--- config.mk ---
export PLATFORM = sky130hd
export DESIGN_NAME = deskew_collector
export DESIGN_NICKNAME = d
export VERILOG_FILES = /design/src/rtl/deskew_collector.sv
export SDC_FILE = /design/constraint.sdc
export NUM_CORES = 1
export LEC_CHECK = 0
export BUFFER_PORTS_ARGS = -buffer_cell sky130_fd_sc_hd__buf_2
export CAP_MARGIN = 20
export CORE_UTILIZATION = 57
export DETAILED_ROUTE_END_ITERATION = 8
export GPL_TIMING_DRIVEN = 0
export PLACE_DENSITY = 0.89
export SYNTH_ARGS = -nofsm -noshare
export SYNTH_HDL_FRONTEND = slang
export SYNTH_SLANG_ARGS = --single-unit
--- constraint.sdc ---
create_clock -name clock -period 2.7 [get_ports clock]
set_input_delay 0.135 -clock clock [delete_from_list [all_inputs] [get_ports clock]]
set_output_delay 0.135 -clock clock [all_outputs]
set_load 0.01 [all_outputs]
--- src/rtl/deskew_collector.sv ---
// Re-aligns staggered systolic-array lane outputs into whole rows and queues them in a small FIFO.
// Latency: a row started in cycle t is visible on out_valid/out_data in cycle t+LANES (empty FIFO, no bypass).
// Backpressure: out_ready stalls the FIFO head; rows arriving while full (and not popping) are dropped, sticky overflow.
module deskew_collector #(
  parameter int LANES = 4,
  parameter int WIDTH = 8,
  parameter int DEPTH = 4
) (
  input  logic                         clock,
  input  logic                         rst,
  input  logic                         in_valid,
  input  logic [LANES*WIDTH-1:0]       in_data,
  input  logic                         out_ready,
  output logic                         out_valid,
  output logic [LANES*WIDTH-1:0]       out_data,
  output logic [$clog2(DEPTH+1)-1:0]   level,
  output logic                         overflow,
  output logic [15:0]                  row_count
);

  localparam int LW = $clog2(DEPTH+1);
  localparam int PW = $clog2(DEPTH);

  logic [LANES*WIDTH-1:0] w_push_word;
  logic [LANES-2:0]       r_vld_sr;
  logic                   w_push_v;

  // The last lane arrives latest, so it feeds the aligned word directly.
  assign w_push_word[(LANES-1)*WIDTH +: WIDTH] = in_data[(LANES-1)*WIDTH +: WIDTH];

  // Lane i is delayed by LANES-1-i registers so that every lane of a row lines up with the last lane.
  for (genvar i = 0; i < LANES-1; i++) begin : g_lane
    localparam int D = LANES-1-i;
    logic [WIDTH-1:0] r_sh [D];

    // Per-lane delay line; partial rows are discarded on reset.
    always_ff @(posedge clock or posedge rst) begin
      if (rst) begin
        for (int d = 0; d < D; d++) r_sh[d] <= '0;
      end else begin
        r_sh[0] <= in_data[i*WIDTH +: WIDTH];
        for (int d = 1; d < D; d++) r_sh[d] <= r_sh[d-1];
      end
    end

    assign w_push_word[i*WIDTH +: WIDTH] = r_sh[D-1];
  end

  // Row-start marker travels alongside the slowest lane; emerging bit means a complete row is present.
  always_ff @(posedge clock or posedge rst) begin
    if (rst) begin
      r_vld_sr <= '0;
    end else begin
      r_vld_sr[0] <= in_valid;
      for (int k = 1; k < LANES-1; k++) r_vld_sr[k] <= r_vld_sr[k-1];
    end
  end

  assign w_push_v = r_vld_sr[LANES-2];

  // Aligned-row FIFO
  logic [LANES*WIDTH-1:0] r_mem [DEPTH];
  logic [PW-1:0]          r_wptr;
  logic [PW-1:0]          r_rptr;
  logic [LW-1:0]          r_level;
  logic                   r_overflow;
  logic [15:0]            r_row_count;
  logic                   w_full;
  logic                   w_empty;
  logic                   w_pop;
  logic                   w_push;
  logic                   w_drop;

  assign w_full  = (r_level == LW'(DEPTH));
  assign w_empty = (r_level == '0);
  assign w_pop   = !w_empty && out_ready;
  // A pop on the same edge frees the slot, so a full FIFO still takes the row.
  assign w_push  = w_push_v && (!w_full || w_pop);
  assign w_drop  = w_push_v && w_full && !w_pop;

  // Storage needs no reset: out_data is masked while the FIFO is empty.
  always_ff @(posedge clock) begin
    if (w_push) r_mem[r_wptr] <= w_push_word;
  end

  // Pointers, occupancy, sticky overflow and accepted-row counter.
  always_ff @(posedge clock or posedge rst) begin
    if (rst) begin
      r_wptr      <= '0;
      r_rptr      <= '0;
      r_level     <= '0;
      r_overflow  <= 1'b0;
      r_row_count <= '0;
    end else begin
      if (w_push) begin
        r_wptr      <= r_wptr + 1'b1;
        r_row_count <= r_row_count + 16'd1;
      end
      if (w_pop) r_rptr <= r_rptr + 1'b1;
      case ({w_push, w_pop})
        2'b10:   r_level <= r_level + 1'b1;
        2'b01:   r_level <= r_level - 1'b1;
        default: r_level <= r_level;
      endcase
      if (w_drop) r_overflow <= 1'b1;
    end
  end

  assign out_valid = !w_empty;
  assign out_data  = out_valid ? r_mem[r_rptr] : '0;
  assign level     = r_level;
  assign overflow  = r_overflow;
  assign row_count = r_row_count;

endmodule

==> reports/results.ini <==
[logic_synthesis]
syn_inst=359
synthesis.nets=402
synth_edf_count=128
ys_types=25
synth_area_um2=7270
synth_ff_type=edfxtp_1
ys_warn_count=0
avgSynthCellArea_um2=20.2
synth-seq-area-share_pct=78.7
synth_seq_cells=203
synthArstFlopShare_pct=36.9

[worst_setup_path]
regToRegStartpoint=level[0]$_DFFE_PP0P_
reg2reg_setup_slack_ns=0.20
critPathMaxFanout=10
worstPathCellList=clkbuf_1, clkbuf_1, mux4_2, and2_1, buf_2
crit_top_cell=clkbuf_1
cpMaxStageDelayCell=clkbuf_1
r2r_cells=10
worstPathArrival_ns=2.37
endpoint_kind=primary output
critical_path_class=flop to primary output
crit_start=r_rptr[1]$_DFFE_PP0P_
worstPathRequired_ns=2.57
reg2reg_to=level[2]$_DFFE_PP0P_
cp-start-kind=flop
worst_path_largest_cell_delay_ns=0.58

[sta]
rsz0062_at_grt=no
fin_crit_sh_pct=92.7
hold_viol=0
tightest_slew_ns=0.884
min_period_ns=2.50
clock.fmax_ghz=0.399
finClkSkew_ns=0.00801
setup_viol=0
slew_headroom_pct=41.0
setup_tns_ns=0
drv_slew=0
fin_ws_ns=0.196
hold_slack_ns=0.0851

[pwr]
p_clk_share_pct=28.6
switching_share_pct=28.2
power_frac_seq_pct=44.1
power_mw=9.34
power_leakage_nw=3.50
powerDensity_nw_per_um2=1040
p_comb_share_pct=27.2
switchingPower_mw=2.63
internal-power_mw=6.71
peakVddDrop_v=0.000591

[layout]
final_common_cell=edfxtp_1
layout_common_cells=edfxtp_1, buf_2, dfrtp_1, and2_1, dlygate4sd3_1
drive_above_1_share_pct=31.5
fin_nets=546
n_antenna_cell=0
final_area_um2=8950
areaGrowthSynthToFinish_pct=23.2

[global_route]
track_usage_pct=20.1
antenna_found_initial=0
overflow=0
grt_pass1_wl_mm=19.7
grt_pass1_vias=3937
grt_max_degree=50

[min_path]
hold_path.class=input pin to flop
min_to=overflow$_DFFE_PP0P_
hold_start=out_ready
min_path_cells=3

[clock_tree]
clk_pin_slew_worst_paths_ns=0.06
post-cts-setup-buffer-count=0
clock_sinks=203
cts_tree=built
cts_buffer_depth=3
clkLatencyLatePin_ns=0.47
cts_root_buf=clkbuf_16
cts_buffers=20
htreeDepth=1

[run_status]
outcome=finished, final reports clean

[drt]
dr.pass1.iters=4
drtAntennaViolNets=0
drt_iter0_drc=270
vias=3656
drc=0
viasPerCell=5.34
wl_per_cell_um=18.2
finalWirelength_mm=12.4

[place]
dpl_cell_area_um2=7950
hpwl_mm=7.00
pre_cts_slack_ns=0.0408
gp_congestion=0.740
port_buffers=88

[floorplanning]
pin_count=89
rows=40
die_height_um=115
core_um2=12200
die_w_um=115
start_util_pct=59.5
design.die.area_um2=13200

[run]
cap_violations=0

[cells by family after synthesis]
logic type | share of synthesized area [%]
simple gates | 6.04
mux | 10.1
xor+xnor | 2.53
compound gates | 0.172
buf+inv | 1.15
flops | 78.7
fa+ha+maj | 1.31
[how the worst max path moves through the flow]
| stage | endpoint | slack [ns] | cells after the start |
|---|---|---|---|
| 2_1_floorplan | level[2]$_DFFE_PP0P_ | 0.21 | 10 |
| 3_3_place_gp | level[0]$_DFFE_PP0P_ | -0.28 | 2 |
| 3_5_place_dp | level[2]$_DFFE_PP0P_ | 0.04 | 10 |
| 4_1_cts | out_data[3] | 0.01 | 5 |
| 5_1_grt | level[2]$_DFFE_PP0P_ | 0.03 | 10 |
| 6_report | out_data[25] | 0.20 | 5 |
[layout make-up]
type | instances | area (um^2)
Timing Repair Buffer | 123 | 808
Inverter | 8 | 32.5
Buffer | 12 | 58.8
Clock buffer | 28 | 582
Clock inverter | 8 | 65.1
Multi-Input combinational cell | 135 | 1470
Sequential cell | 203 | 5720
Tap cell | 168 | 210
Fill cell | 740 | 3260
[per-stage QoR]
stage,std cells,util [%]
after global placement,615,64.8
after detailed placement,616,65.1
final,685,73.3
after floorplan,359,-
after global routing,685,73.3
after CTS,686,73.2
[power by group through the flow]
stage | combinational [mW] | sequential, mW | clock [mW]
global placement | 2.48 | 4.12 | 0
detailed placement | 2.54 | 4.15 | 0
floorplan | 1.65 | 4.12 | 0
finish | 2.54 | 4.12 | 2.67
global route | 2.79 | 4.17 | 2.85
CTS | 2.60 | 4.10 | 2.72
[state kept, by name, summed over array words and instances (netlist names)]
register / count
level: 3
r_rptr: 2
overflow: 1
row_count: 16
r_wptr: 2
r_mem: 128
r_vld_sr: 3
g_lane.r_sh: 48
[cell usage after synthesis, types with 3 or more instances]
library cell / number / share of area [%]
clkbuf_1: 9 / 0.46
mux4_2: 32 / 9.9
nor4b_1: 3 / 0.36
nor2_1: 7 / 0.36
inv_1: 8 / 0.41
and2_1: 34 / 2.9
buf_2: 4 / 0.28
nand2_1: 10 / 0.52
nand3_1: 4 / 0.28
xor2_1: 10 / 1.2
nand4_1: 4 / 0.34
xnor2_1: 11 / 1.3
dfrtp_1: 75 / 26
and3_1: 4 / 0.34
ha_1: 6 / 1.0
edfxtp_1: 128 / 53
[routing by layer]
layer	wire length (um)	global-route usage (%)
met1	4970	25.7
met2	6470	35.5
met3	719	3.64
met4	281	5.97
met5	0	0
[worst max-delay path: cells and delay by family, from the launching register on]
kind | cells | cell delay [ns]
flops | 1 | 0.32
buf+inv | 3 | 0.97
mux | 1 | 0.42
simple gates | 1 | 0.19
[repair_timing]
action / 4_1_cts / 5_1_grt
resized for setup: 0 / 7
hold buffers: 34 / 0
setup endpoints to repair: 0 / 29
endpoints found under the hold margin: 83 / 0
(Power assumes the default switching activity.)
